--- src/rtl/dma_s2mm_pkg.sv ---
// Shared types and constants for the S2MM DataMover command/data/status arbiter.
// The command width follows the DataMover layout: address plus 48 control bits.
package dma_s2mm_pkg;

    localparam int C_CMD_OVERHEAD   = 48;
    localparam int C_STS_WIDTH      = 8;
    localparam int C_DEF_ADDR_WIDTH = 32;
    localparam int C_CMD_WIDTH      = C_DEF_ADDR_WIDTH + C_CMD_OVERHEAD;

    typedef enum logic [1:0] {
        ST_IDLE = 2'd0,
        ST_CMD  = 2'd1,
        ST_DATA = 2'd2
    } state_t;

endpackage

--- src/rtl/dma_tag_fifo.sv ---
// Register-based FIFO of channel tags, one entry per command still awaiting status.
// Push is ignored when full and pop is ignored when empty.
module dma_tag_fifo #(
    parameter int DEPTH = 16,
    parameter int WIDTH = 1
) (
    input  logic                     clk,
    input  logic                     rst_n,
    input  logic                     push,
    input  logic [WIDTH-1:0]         push_data,
    input  logic                     pop,
    output logic [WIDTH-1:0]         head,
    output logic                     full,
    output logic                     empty,
    output logic [$clog2(DEPTH):0]   count
);

    localparam int AW = $clog2(DEPTH);

    logic [WIDTH-1:0] mem [DEPTH];
    logic [AW-1:0]    wr_ptr;
    logic [AW-1:0]    rd_ptr;
    logic [AW:0]      cnt;
    logic             do_push;
    logic             do_pop;

    assign full    = (cnt == (AW+1)'(DEPTH));
    assign empty   = (cnt == '0);
    assign do_push = push && !full;
    assign do_pop  = pop && !empty;
    assign head    = mem[rd_ptr];
    assign count   = cnt;

    // Pointers wrap naturally because DEPTH is a power of two.
    always_ff @(posedge clk) begin
        if (!rst_n) begin
            wr_ptr <= '0;
            rd_ptr <= '0;
            cnt    <= '0;
        end else begin
            if (do_push) begin
                mem[wr_ptr] <= push_data;
                wr_ptr      <= wr_ptr + 1'b1;
            end
            if (do_pop) begin
                rd_ptr <= rd_ptr + 1'b1;
            end
            case ({do_push, do_pop})
                2'b10:   cnt <= cnt + 1'b1;
                2'b01:   cnt <= cnt - 1'b1;
                default: cnt <= cnt;
            endcase
        end
    end

endmodule

--- src/rtl/dma_s2mm_arbiter.sv ---
// Round-robin arbiter sharing one S2MM DataMover between C_NUM_CH requesters.
// Status beats are steered back to their owner through a FIFO of command tags.
module dma_s2mm_arbiter
    import dma_s2mm_pkg::*;
#(
    parameter int C_ADDR_WIDTH = 32,
    parameter int C_AXIS_WIDTH = 64,
    parameter int C_NUM_CH     = 2,
    parameter int C_TAG_DEPTH  = 16
) (
    input  logic                                                  clk,
    input  logic                                                  rst_n,
    input  logic [C_NUM_CH-1:0][C_ADDR_WIDTH+C_CMD_OVERHEAD-1:0]  s_cmd_tdata,
    input  logic [C_NUM_CH-1:0]                                   s_cmd_tvalid,
    output logic [C_NUM_CH-1:0]                                   s_cmd_tready,
    input  logic [C_NUM_CH-1:0][C_AXIS_WIDTH-1:0]                 s_tdata,
    input  logic [C_NUM_CH-1:0]                                   s_tlast,
    input  logic [C_NUM_CH-1:0]                                   s_tvalid,
    output logic [C_NUM_CH-1:0]                                   s_tready,
    output logic [C_NUM_CH-1:0][C_STS_WIDTH-1:0]                  s_sts_tdata,
    output logic [C_NUM_CH-1:0]                                   s_sts_tkeep,
    output logic [C_NUM_CH-1:0]                                   s_sts_tlast,
    output logic [C_NUM_CH-1:0]                                   s_sts_tvalid,
    input  logic [C_NUM_CH-1:0]                                   s_sts_tready,
    output logic [C_ADDR_WIDTH+C_CMD_OVERHEAD-1:0]                m_cmd_tdata,
    output logic                                                  m_cmd_tvalid,
    input  logic                                                  m_cmd_tready,
    output logic [C_AXIS_WIDTH-1:0]                               m_tdata,
    output logic                                                  m_tlast,
    output logic                                                  m_tvalid,
    input  logic                                                  m_tready,
    input  logic [C_STS_WIDTH-1:0]                                m_sts_tdata,
    input  logic                                                  m_sts_tkeep,
    input  logic                                                  m_sts_tlast,
    input  logic                                                  m_sts_tvalid,
    output logic                                                  m_sts_tready,
    output logic [$clog2(C_TAG_DEPTH):0]                          outstanding,
    output logic                                                  sts_orphan
);

    localparam int GW = $clog2(C_NUM_CH);

    state_t        state;
    state_t        next_state;
    logic [GW-1:0] grant_q;
    logic [GW-1:0] last_grant;
    logic [GW-1:0] rr_sel;
    logic [GW-1:0] rr_cand;
    logic          req_any;
    logic          cmd_hs;
    logic          data_last_hs;
    logic          tag_pop;
    logic          tag_full;
    logic          tag_empty;
    logic [GW-1:0] tag_head;

    dma_tag_fifo #(
        .DEPTH (C_TAG_DEPTH),
        .WIDTH (GW)
    ) u_tag_fifo (
        .clk       (clk),
        .rst_n     (rst_n),
        .push      (cmd_hs),
        .push_data (grant_q),
        .pop       (tag_pop),
        .head      (tag_head),
        .full      (tag_full),
        .empty     (tag_empty),
        .count     (outstanding)
    );

    always_comb begin
        next_state   = state;
        rr_sel       = grant_q;
        rr_cand      = '0;
        req_any      = 1'b0;
        cmd_hs       = 1'b0;
        data_last_hs = 1'b0;
        tag_pop      = 1'b0;
        s_cmd_tready = '0;
        m_cmd_tdata  = s_cmd_tdata[grant_q];
        m_cmd_tvalid = 1'b0;
        s_tready     = '0;
        m_tdata      = s_tdata[grant_q];
        m_tlast      = s_tlast[grant_q];
        m_tvalid     = 1'b0;
        s_sts_tdata  = '0;
        s_sts_tkeep  = '0;
        s_sts_tlast  = '0;
        s_sts_tvalid = '0;
        m_sts_tready = 1'b1;

        // Search starts one past the previous winner so every channel gets a turn.
        for (int i = 1; i <= C_NUM_CH; i++) begin
            rr_cand = GW'((int'(last_grant) + i) % C_NUM_CH);
            if (!req_any && s_cmd_tvalid[rr_cand]) begin
                req_any = 1'b1;
                rr_sel  = rr_cand;
            end
        end

        case (state)
            ST_IDLE: begin
                if (req_any) next_state = ST_CMD;
            end
            ST_CMD: begin
                m_cmd_tvalid          = s_cmd_tvalid[grant_q] && !tag_full;
                s_cmd_tready[grant_q] = m_cmd_tready && !tag_full;
                cmd_hs                = m_cmd_tvalid && m_cmd_tready;
                if (cmd_hs) next_state = ST_DATA;
            end
            ST_DATA: begin
                m_tvalid          = s_tvalid[grant_q];
                s_tready[grant_q] = m_tready;
                data_last_hs      = m_tvalid && m_tready && m_tlast;
                if (data_last_hs) next_state = ST_IDLE;
            end
            default: next_state = ST_IDLE;
        endcase

        // With no tag queued the status is orphaned and silently absorbed.
        if (!tag_empty) begin
            s_sts_tdata[tag_head]  = m_sts_tdata;
            s_sts_tkeep[tag_head]  = m_sts_tkeep;
            s_sts_tlast[tag_head]  = m_sts_tlast;
            s_sts_tvalid[tag_head] = m_sts_tvalid;
            m_sts_tready           = s_sts_tready[tag_head];
            tag_pop                = m_sts_tvalid && m_sts_tready && m_sts_tlast;
        end

        if (!rst_n) begin
            s_cmd_tready = '0;
            m_cmd_tvalid = 1'b0;
            cmd_hs       = 1'b0;
            s_tready     = '0;
            m_tvalid     = 1'b0;
            s_sts_tvalid = '0;
            m_sts_tready = 1'b1;
            tag_pop      = 1'b0;
        end
    end

    always_ff @(posedge clk) begin
        if (!rst_n) begin
            state      <= ST_IDLE;
            grant_q    <= '0;
            last_grant <= GW'(C_NUM_CH - 1);
            sts_orphan <= 1'b0;
        end else begin
            state <= next_state;
            if (state == ST_IDLE && req_any) begin
                grant_q    <= rr_sel;
                last_grant <= rr_sel;
            end
            if (tag_empty && m_sts_tvalid) begin
                sts_orphan <= 1'b1;
            end
        end
    end

endmodule
--- config.mk ---
export PLATFORM = sky130hd
export DESIGN_NAME = dma_s2mm_arbiter
export DESIGN_NICKNAME = d
export VERILOG_FILES = /design/src/rtl/dma_s2mm_pkg.sv /design/src/rtl/dma_tag_fifo.sv /design/src/rtl/dma_s2mm_arbiter.sv
export SDC_FILE = /design/constraint.sdc
export NUM_CORES = 1
export LEC_CHECK = 0
export ABC_AREA = 1
export CORE_AREA = 2 2 192 194
export CTS_CLUSTER_DIAMETER = 60
export DETAILED_ROUTE_END_ITERATION = 10
export DIE_AREA = 0 0 194 196
export PLACE_DENSITY = 0.41
export SLEW_MARGIN = 20
export SYNTH_ARGS = -nofsm -noshare
export SYNTH_HDL_FRONTEND = slang
export SYNTH_HIERARCHICAL = 1
export SYNTH_SLANG_ARGS = --single-unit
--- constraint.sdc ---
create_clock -name clk -period 3.91 [get_ports clk]
set_clock_uncertainty 0.05 [all_clocks]
set_input_delay 0.782 -clock clk [delete_from_list [all_inputs] [get_ports clk]]
set_output_delay 0.782 -clock clk [all_outputs]
set_load 0.005 [all_outputs]
### Word-level counts from Yosys, hierarchy flattened

Memory sizes are Yosys's and may differ from the RTL's. A register that Yosys moved wholly into a read port is not among the register bits.
Cells that the tools add are included.

| storage, ports and cells | value |
|---|---|
| bits of input ports | 311 |
| memories kept | 1 |
| flip-flop bits (word level) | 18 |
| word-level logic and storage cells | 110 |
| memory bits (writable) | 16 |
| output and inout port bits | 180 |

Memory list:

| name | words | bits a word | rd ports | clocked after memory_dff | wr ports | line | text |
|---|---|---|---|---|---|---|---|
| u_tag_fifo.mem | 16 | 1 | 1 | 1 | 1 | dma_tag_fifo.sv:20 | `logic [WIDTH-1:0] mem [DEPTH];` |

| cells by class | value |
|---|---|
| reduce and logical (&&, ||, !) cells | 21 |
| magnitude comparators | 6 |
| muxes and demuxes | 55 |
| bitwise operators | 6 |
| $add $sub $neg | 6 |
| eq/ne operators | 8 |

Operators with widths:

| kind | count |
|---|---|
| 80-bit two-way mux | 2 |
| 64-bit two-way mux | 2 |
| 1-bit two-way mux | 31 |
| 2-bit two-way mux | 11 |
| 16-bit bitwise AND | 1 |
| 16-bit two-way mux | 1 |
| 1-bit logical AND | 14 |
| 2-bit bitwise AND | 5 |
| 5-bit one-hot mux with 2 select lines | 1 |
| 4-bit by 1-bit adder with 4-bit output, second input constant | 2 |
| 8-bit demux with 1-bit select | 1 |
| 1-bit by 2-bit < comparator with 1-bit output, second input constant | 4 |
| 4-bit two-way mux | 2 |
| 8-bit two-way mux | 1 |
| 2-bit != test, second input constant | 3 |
| 2-bit one-hot mux with 3 select lines | 1 |
| 5-bit by 1-bit adder with 5-bit output, second input constant | 1 |
| 5-bit == test, second input constant | 1 |
| 5-bit logical NOT | 1 |
| 5-bit by 1-bit subtractor with 5-bit output, second input constant | 1 |
| 2-bit by 1-bit == test with 1-bit output, second input constant | 2 |
| 2-bit == test, second input constant | 2 |
| 1-bit logical NOT | 3 |
| 3-bit AND reduction | 1 |
| 5 further kinds | 8 |

### Longest topological paths before layout

| logic depth | value |
|---|---|
| depth in word-level cells | 10 |
| gate-level depth with buffers | 23 |
| gate-level depth less buffers | 22 |

### Modules after synthesis

Netlist, hierarchy kept.

Modules (own cells, without submodules):

| module | instances | cells each | area an instance (um^2) | sequential area each (um^2) |
|---|---|---|---|---|
| dma_s2mm_arbiter | 1 | 557 | 2,242.2 | 100.1 |
| dma_tag_fifo | 1 | 214 | 1,712.9 | 820.8 |

### Worst setup path before layout

OpenSTA, ideal clock, no wires.

| path | value |
|---|---|
| path kind | input to register |
| start | input port rst_n |
| end | register u_tag_fifo.cnt[4], in the netlist u_tag_fifo/count[4] |
| stages on the path | 16 |
| required time | 3.751 ns |
| path buffers | 1 |
| setup time | 0.109 ns |
| path slack | 1.171 ns |
| arrival time | 2.580 ns |
| cell sequence | buf_2 > nand2_1 > nor3_1 > nand2_2 > inv_2 > ha_1 > inv_1 > fa_1 > inv_1 > nand2_1 > nand2_1 > nand2_1 > nand2_1 > nand3_1 > nand2_1 > inv_1 |

| between the ends | value |
|---|---|
| cells in the longest elaborated chain, start to end | 4 |
| elaborated cells on any way between the ends | 8 |
| those cells by class | eq/ne: 2; mux: 3; reduce/logical: 3 |

Ends and longest elaborated chain:

| what | line | text |
|---|---|---|
| from (decl) | dma_s2mm_arbiter.sv:12 | `input logic rst_n,` |
| 1-bit two-way mux (*) | dma_s2mm_arbiter.sv:131 | `if (!rst_n) begin` |
| via tag_pop | dma_s2mm_arbiter.sv:52 | `logic tag_pop;` |
| 1-bit logical AND (*) | dma_tag_fifo.sv:30 | `assign do_pop = pop && !empty;` |
| via u_tag_fifo.do_pop | dma_tag_fifo.sv:25 | `logic do_pop;` |
| 2-bit by 1-bit == test with 1-bit output / 2-bit == test (equally long branches) | dma_tag_fifo.sv:48 | `case ({do_push, do_pop})` |
| 5-bit one-hot mux with 2 select lines / 2-bit nonzero test (equally long branches) | - |  |
| to (signal assigned) | dma_tag_fifo.sv:49 | `2'b10: cnt <= cnt + 1'b1;` |
| to (signal assigned) | dma_tag_fifo.sv:50 | `2'b01: cnt <= cnt - 1'b1;` |
| to (signal assigned) | dma_tag_fifo.sv:51 | `default: cnt <= cnt;` |
| to (decl) | dma_tag_fifo.sv:23 | `logic [AW:0] cnt;` |

The timed path passes the listed nets; every way through them passes the cells marked *.
A chain may end at the register's enable or synchronous reset.

==> metrics.md <==
| Metric | Value |
|---|---|
| DR pass1 iterations | 4 |
| Req. time, crit path | between 3 and 4 ns |
| FF-to-FF setup slack | around 0.85 ns |
| HP Class | reg2reg |
| Maximum clock path buffer count | 2 |
| Worst skew pair latency | around 0.28 ns |
| Layout area overhead | 142% |
| Hold_sp | last_grant |
| Leak | around 4.3 nW |
| Status | complete, no violations |
| Post-route DRC violation count | 0 |
| Share of the synthesized area in the top cell type | 0.477 |
| Final setup fails | 0 |
| Hold Fails Final Rpt | 0 |
| Post-route cell area | around 0.0096 mm^2 |
| H-Tree Depth | 2 |
| Hold Crit Depth | 2 |
| Synth Area in XOR/XNOR | 0.00664 |
| Std cell rows | 70 |
| Routability-driven placement congestion ratio | 0.817 |
| Initial antenna violation count | 3 |
| Post-CTS sizing | 0 |
| Clk pwr share | 0.246 |
| Postcts setup bufs | 0 |
| Post-Syn Nets | roughly 1100 |
| Core box area | 0.0361 mm^2 |
| Clock slew at the register clock pins of the worst setup and hold paths | about 0.060 ns |
| Die width | approximately 190 um |
| FF-to-FF path depth | 21 |
| Post-synthesis sequential area ratio | 0.233 |
| Largest net degree at the start of global routing | 72 |
| Max Slew Vio Count | 0 |
| Sw Pwr | 0.653 mW |
| FILL cells | 4057 |
| CP dominant cell by count | nand3_1 |
| Crit-path cells | inv_1 -> nand3_1 -> nand3_1 -> nand3_1 -> nand2_1 -> inv_1 -> nand2_1 -> nor2_1 -> clkdlybuf4s50_1 |
| Crit end category | output port |
| # nets final | between 1500 and 2000 |
| Final hold slack | roughly 0.42 ns |
| Cell taking the most area after synthesis | nand2_1 |
| Final period utilization | 0.821 |
| Sw Ratio | 0.303 |
| Via count | 6230 |
| MaxCap Viol Count | 0 |
| Total GRT Usage | 0.139 |
| P per Cell Area | roughly 230 mW/mm^2 |
| Distinct cells, synth | 26 |
| RSZ-0062 raised after global routing | false |
| P_int | between 1.5 and 2 mW |
| 1st-iter DRT viols | around 180 |
| Syn avg cell area | 5.13 um^2 |
| Mux cell area share after synthesis | 0.00253 |
| Synth Area in Adders | 0.0335 |
| Vias in the first global route | slightly above 6000 |
| CTS Sinks | 38 |
| Synth Instances | just under 800 |
| Simple-gate share of the synthesized area | 0.601 |
| Via-to-Cell Ratio | 3.63 |
| Overflow after GRT | 0 |
| CTS tree | built |
| Hold EP | last_grant |
| Critical Path Fanout Max | 10 |
| Rel. slew slack | 0.642 |
| Fmax | around 0.31 GHz |
| Register bit total from synthesis | 38 |
| Number of buffers created by CTS | 5 |
| Die Area | ~0.038 mm^2 |
| Worst-Margin Slew | between 0.5 and 0.6 ns |
| Post-route ant nets | 0 |
| Synth warn | 6 |
| CP Class | reg2out |
| Crit path time final | 3.21 ns |
| IO Port Bufs | 490 |
| CP max stage cell | clkdlybuf4s50_1 |
| Reg power frac | 0.205 |
| Global-route wire length before repair | around 40000 um |
| Post-synthesis compound-gate area fraction | 0.0218 |
| Post-Place Cell Area | approximately 0.0094 mm^2 |
| Io pins | between 400 and 500 |
| Worst r2r dst | u_tag_fifo/count[4] |
| Critical Path Start Type | register |
| Main combinational cell family by area after synthesis | simple AND/OR/NAND/NOR gates |
| TNS Setup | 0 ns |
| Initial core utilization | 0.110 |
| Clock Root Buffer | clkbuf_16 |
| Pwr Total | between 2 and 2.5 mW |
| Post-Synthesis Cell Area | a little under 0.004 mm^2 |
| Crit path largest cell delay | between 0.5 and 0.6 ns |
| Area contributors post-synth | nand2_1 48%, edfxtp_1 12%, dfxtp_1 11%, nor2_1 5.8%, inv_1 5.2% |
| Dpl hpwl | 24300 um |
| CP arrival | around 2.4 ns |
| Final WL | ~28000 um |
| Die Y | slightly below 200 um |
| Peak supply drop | around 0.00015 V |
| DR WL/cell | roughly 16 um |
| Hold Buf Count CTS | 0 |
| Ratio of cells with drive above 1 in the final layout | 0.0249 |
| Combinational share of power | 0.549 |
[metal layers]
metal  part of all wire  track usage  vias to the layer above  wire length, um
met2               0.50        0.251                      208            14200
met3              0.066       0.0375                       21             1870
met5            0.00046            0                        -               13
met1               0.41        0.166                     2745            11700
li1                   -            -                     3254                -
met4              0.015       0.0236                        2              432
[cells by family after synthesis]
group / Yosys count
compound gates: 17
xor+xnor: 3
fa+ha+maj: 10
buf+inv: 93
flops: 38
mux: 1
simple gates: 609
[power groups by stage]
stage	combinational, mW	sequential (mW)	clock (mW)
final	1.18	0.441	0.531
after global routing	1.29	0.443	0.566
after CTS	1.20	0.442	0.546
after detailed placement	1.20	0.450	0
after global placement	1.20	0.451	0
after floorplan	0.348	0.443	0
[worst max-delay path by stage]
stage                          end  cells after the start
3_5_place_dp   u_tag_fifo/count[4]                     13
2_1_floorplan  u_tag_fifo/count[4]                     16
6_report            s_sts_tdata[4]                      9
5_1_grt             s_sts_tdata[4]                     10
3_3_place_gp   u_tag_fifo/count[4]                     13
4_1_cts             s_sts_tdata[4]                     10
[cell type report]
class / count / area [um^2] / area share
Multi-Input combinational cell: 640 / 2630 / 0.275
Tap cell: 468 / 586 / 0.0612
Clock inverter: 3 / 68.8 / 0.00719
Timing Repair Buffer: 500 / 5000 / 0.523
Antenna cell: 2 / 5.00 / 0.000523
Sequential cell: 38 / 925 / 0.0967
Inverter: 58 / 220 / 0.0230
Clock buffer: 5 / 125 / 0.0131
[through the flow]
| step | instances | setup WS (ns) | utilization |
|---|---|---|---|
| after global placement | 1704 | 0.610 | 0.260 |
| final | 1714 | 0.700 | 0.265 |
| after detailed placement | 1704 | 0.548 | 0.260 |
| after CTS | 1712 | 0.627 | 0.265 |
| after global routing | 1713 | 0.446 | 0.265 |
| after floorplan | 771 | 1.17 | - |
[worst max-delay path, delay by kind of cell (launching register included)]
kind,cells,cell delay [ns]
buf+inv,3,0.80
flops,1,0.44
simple gates,6,0.86
[cell usage in the layout, fill, tap and decap left out, types with 5 or more instances in the layout]
cell / synthesis / routed
dfxtp_1: 22 / 21
o21ai_0: 8 / 8
edfxtp_1: 16 / 16
clkdlybuf4s50_1: 0 / 490
buf_4: 1 / 8
inv_1: 55 / 55
nor2_1: 61 / 61
nand3_1: 27 / 27
ha_1: 9 / 9
nor3_1: 8 / 8
clkbuf_16: 0 / 5
a21oi_1: 8 / 8
nand2_1: 503 / 503
[cell usage after synthesis (all sizes together)]
cell / n
a21oi: 8
buf: 35
dfxtp: 22
edfxtp: 16
fa: 1
ha: 9
inv: 58
mux2i: 1
nand2: 506
nand3: 29
nand4: 1
nor2: 64
nor3: 8
o21ai: 8
o22ai: 1
or2: 1
xnor2: 1
xor2: 2
No activity file was read; power rests on OpenSTA's default activity.
==> edit 1, RTL diff (same settings) <==
`C_CMD_OVERHEAD`: 48 -> 72.
--- a/src/rtl/dma_s2mm_pkg.sv
+++ b/src/rtl/dma_s2mm_pkg.sv
@@ -2,7 +2,7 @@
 // The command width follows the DataMover layout: address plus 48 control bits.
 package dma_s2mm_pkg;
 
-    localparam int C_CMD_OVERHEAD   = 48;
+    localparam int C_CMD_OVERHEAD   = 72;
     localparam int C_STS_WIDTH      = 8;
     localparam int C_DEF_ADDR_WIDTH = 32;
     localparam int C_CMD_WIDTH      = C_DEF_ADDR_WIDTH + C_CMD_OVERHEAD;
Interface: changed (resized m_cmd_tdata and s_cmd_tdata); port bits go from 491 to 563. The function was not compared with the original's and may differ.
==> edit 1 against the original RTL <==
Sequential cell count stayed put; critical path depth grew 2; total power about the same; cell area is 10% higher; routed wire length is 27% higher; worst setup slack got worse by 0.15 ns; area after synthesis up 10%; sequential power decreased by 1%.
==> edit 1: results (changes against the original RTL) <==
top post-synthesis cells by area nand2_1 49%, edfxtp_1 11%, dfxtp_1 10%, nor2_1 5.3%, inv_1 4.8%; Leakage 4.81 nW (+11%); Yosys cell types 27 (+3.8%); number of global-route vias before repair 6999 (+14%); placed inst area 10400 um^2 (+11%); initial antenna violation count 26 (+23); CP arrival 2.53 ns (+0.15 ns); routability cong. 0.840 (+2.8%); commonest cells in the netlist 575 x nand2_1, 62 x nor2_1, 56 x inv_1; port buffer count 562 (+15%); worst slew pin tran 0.647 ns (+0.109 ns); final hold slack 0.439 ns (+0.0202 ns); largest net degree at the start of global routing 111 (+54%); register area share after synthesis 21.1% (-2.2 points); Fillers 4018 (-0.96%); Via density 3.79 (+4.3%); share of cells above drive strength 1 2.23% (-0.26 points); Primary FF master, synth dfxtp_1; Starting DRT DRC Count 280 (+55%); maximum vdd drop 171 uV (+12%); drt wl/cell 19.3 um (+17%); CTS Buf Count 5 (unchanged); status finished clean; GRT Util Overall 17.9% (+4.0 points); layout net count 1757 (+12%); Crit path largest cell delay 0.53 ns (-0.03 ns); R2R setup slack 0.63 ns (-0.22 ns)
==> edit 1: cell count changes in the layout (fill, tap and decap cells not counted), sizes merged, moves of 2 or more <==
cell / unedited run / this run
nand2: 506 / 579
clkdlybuf4s50: 490 / 562
diode: 2 / 5
buf: 10 / 8
==> edit 1: through the flow <==
| step | std cells | util (%) | worst slack [ns] |
|---|---|---|---|
| after floorplan | 852 | - | 1.16 |
| after global placement | 1849 | 28.7 | 0.549 |
| after detailed placement | 1849 | 28.7 | 0.544 |
| after CTS | 1857 | 29.3 | 0.502 |
| after global routing | 1860 | 29.3 | 0.237 |
| final | 1862 | 29.3 | 0.550 |
==> edit 1: report_power, final <==
group          switching [mW]  internal (mW)  leakage [nW]  total (mW)
combinational           0.472          0.740          4.39        1.21
sequential             0.0133          0.423         0.327       0.436
clock                   0.167          0.341        0.0922       0.508
==> edit 1: worst paths after layout <==
kind / endpoint / cells after the start / startpoint
worst min-delay path: last_grant / 2 / last_grant
worst max-delay path: s_sts_tdata[5] / 11 / flip-flop
worst max register to register: u_tag_fifo/count[4] / 22 / flip-flop
worst min register to register: last_grant / 2 / last_grant
==> edit 1: worst reg2reg max path: cells and delay by family, from the launching register on <==
| family | cells | cell delay, ns |
|---|---|---|
| adders and majority gates | 2 | 0.64 |
| buffers and inverters | 5 | 0.48 |
| DFF | 1 | 0.48 |
| muxes | 1 | 0.18 |
| and+or+nand+nor | 14 | 1.35 |
==> edit 1: area by class of cell <==
cell class / count / area share [%]
Timing Repair Buffer: 570 / 54.0
Multi-Input combinational cell: 714 / 27.6
Sequential cell: 38 / 8.75
Tap cell: 468 / 5.54
Inverter: 59 / 2.14
Clock buffer: 6 / 1.42
Clock inverter: 2 / 0.367
Antenna cell: 5 / 0.118
==> edit 1: logic make-up (layout without fill, tap and decap cells) <==
group,Yosys count,in the layout,synth area share [%]
DFF,38,38,21.1
xor gates and xnor gates,3,3,0.602
AOI/OAI and AO/OA,17,17,2.12
adders and majority gates,10,10,3.04
muxes,1,1,0.229
buffers and inverters,100,637,12.1
other,0,5,0
and+or+nand+nor,683,683,60.9
==> edit 1: metal layers <==
layer  GRT usage (%)  share of wire, %
met1            22.0                43
met2            30.1                47
met3            7.27               9.3
met4            2.30              0.79
met5               0              0.50
==> edit 2, RTL diff (same settings) <==
Made on the original files. Encoding of `state_t`: now one-hot (3 bits for 3 states).
--- a/src/rtl/dma_s2mm_pkg.sv
+++ b/src/rtl/dma_s2mm_pkg.sv
@@ -7,10 +7,10 @@
     localparam int C_DEF_ADDR_WIDTH = 32;
     localparam int C_CMD_WIDTH      = C_DEF_ADDR_WIDTH + C_CMD_OVERHEAD;
 
-    typedef enum logic [1:0] {
-        ST_IDLE = 2'd0,
-        ST_CMD  = 2'd1,
-        ST_DATA = 2'd2
+    typedef enum logic [2:0] {
+        ST_IDLE = 3'b001,
+        ST_CMD  = 3'b010,
+        ST_DATA = 3'b100
     } state_t;
 
 endpackage
Check against the original RTL: same outputs for any inputs over 4 cycles, from zero or initial values and one cycle with rst_n low; so few cycles prove little.
==> edit 2 against the original RTL <==
Cell area is 0.31% higher; utilization is 0.083 points higher; die area stayed put; synthesized cell count is 1.8% higher; worst setup slack worse by 0.26 ns; sequential cell count is 1 higher; area after synthesis is 3.1% higher; sequential power is 3% higher; routed wire length is 0.44% lower; total power is 1.0% higher; global-route usage is 0.063 points lower; critical path type is now in -> out; critical endpoint is now s_cmd_tready[0].
==> edit 2: results (changes against the original RTL) <==
GRT Util Overall 13.8% (-0.063 points); CTS Root Cell clkbuf_16; Leakage 4.31 nW (-0.66%); maximum clock path buffer count 2 (unchanged); Mapped Nets 1106 (+1.3%); register area share after synthesis 23.1% (-0.20 points); top post-synthesis cells by area nand2_1 46%, edfxtp_1 12%, dfxtp_1 11%, nor2_1 5.3%, inv_1 5.2%; crit path max fanout 7 (-3); maximum vdd drop 187 uV (+23%); layout net count 1574 (+0.64%); commonest cells in the netlist 503 x nand2_1, 58 x nor2_1, 56 x inv_1; worst skew pair latency 0.28 ns (about the same); placed inst area 9450 um^2 (+0.85%); status finished clean; share of cells above drive strength 1 2.47% (-0.020 points); async set or reset register ratio after synthesis 0% (unchanged); number of iterations in the first detailed-routing pass 4 (unchanged); CTS Buf Count 5 (unchanged); Starting DRT DRC Count 159 (-12%); drt wl/cell 16.3 um (-1.2%); CP arrival 2.64 ns (+0.26 ns); setup repair bufs after CTS 0 (unchanged); Via density 3.62 (-0.43%); post-place setup slack 0.331 ns (-0.217 ns); post-cts sizing count 0 (unchanged); Yosys cell types 35 (+35%); htree depth 2 (unchanged); port buffer count 490 (unchanged); number of global-route vias before repair 6150 (-0.15%); routability cong. 0.797 (-2.4%); clk slew on worst S/H paths around 0.05 ns; Post-synth EDFFs 16 (unchanged); DP HPWL 24000 um (-1.2%); Primary FF master, synth dfxtp_1; largest net degree at the start of global routing 133 (+85%); first-pass GRT wire length 40000 um (-0.99%); Ys Warns 6 (unchanged); worst slew pin tran 0.797 ns (+0.260 ns); Hold Path Class reg -> reg; initial antenna violation count 6 (+3)
==> edit 2: worst max-delay path: stages <==
cell             delay [ns]
clkdlybuf4s50_1        0.54
inv_1                  0.17
nor4_1                 0.50
clkdlybuf4s50_1        0.64
==> edit 2: logic make-up after synthesis <==
logic type | after synthesis | share of synthesized area, %
adders and majority gates | 10 | 3.25
xor gates and xnor gates | 3 | 0.645
and+or+nand+nor | 614 | 59.4
muxes | 1 | 0.246
buffers and inverters | 97 | 10.6
DFF | 39 | 23.1
AOI/OAI and AO/OA | 21 | 2.79
==> edit 2: final cells by class <==
cell class | count | area, um^2
fillers | 4016 | 26500
repair buffers | 497 | 4980
multi-input cells | 649 | 2700
flip-flops and latches | 39 | 945
well taps | 468 | 586
inverters | 61 | 231
clock buffers | 6 | 129
diodes | 5 | 12.5
clock inverters | 2 | 7.51
==> edit 2: power breakdown <==
| part | switching (mW) | leakage, nW | internal [mW] |
|---|---|---|---|
| registers | 0.0131 | 0.334 | 0.441 |
| logic | 0.555 | 3.90 | 0.783 |
| clock network | 0.153 | 0.0660 | 0.232 |
| total | 0.722 | 4.31 | 1.46 |
==> edit 2: through the flow <==
stage	hold slack, ns	power (mW)	instances
global route	0.483	2.33	1727
global placement	0.453	1.83	1714
floorplan	0.398	0.885	785
finish	0.441	2.18	1727
CTS	0.450	2.22	1722
detailed placement	0.442	1.82	1714
==> edit 2: metal layers <==
metal / wire (um) / GRT usage [%]
met4: 600 / 3.96
met5: 13 / 0
met1: 11000 / 15.6
met2: 14700 / 25.3
met3: 1830 / 3.92
==> edit 2: final timing paths <==
| kind | slack [ns] | start | depth (start not counted) | endpoint |
|---|---|---|---|---|
| setup / recovery | 0.44 | rst_n | 4 | s_cmd_tready[0] |
| hold / removal | 0.44 | sts_orphan | 2 | sts_orphan |
| setup reg to reg | 0.66 | flip-flop | 22 | u_tag_fifo/count[4] |
| hold reg to reg | 0.44 | sts_orphan | 2 | sts_orphan |
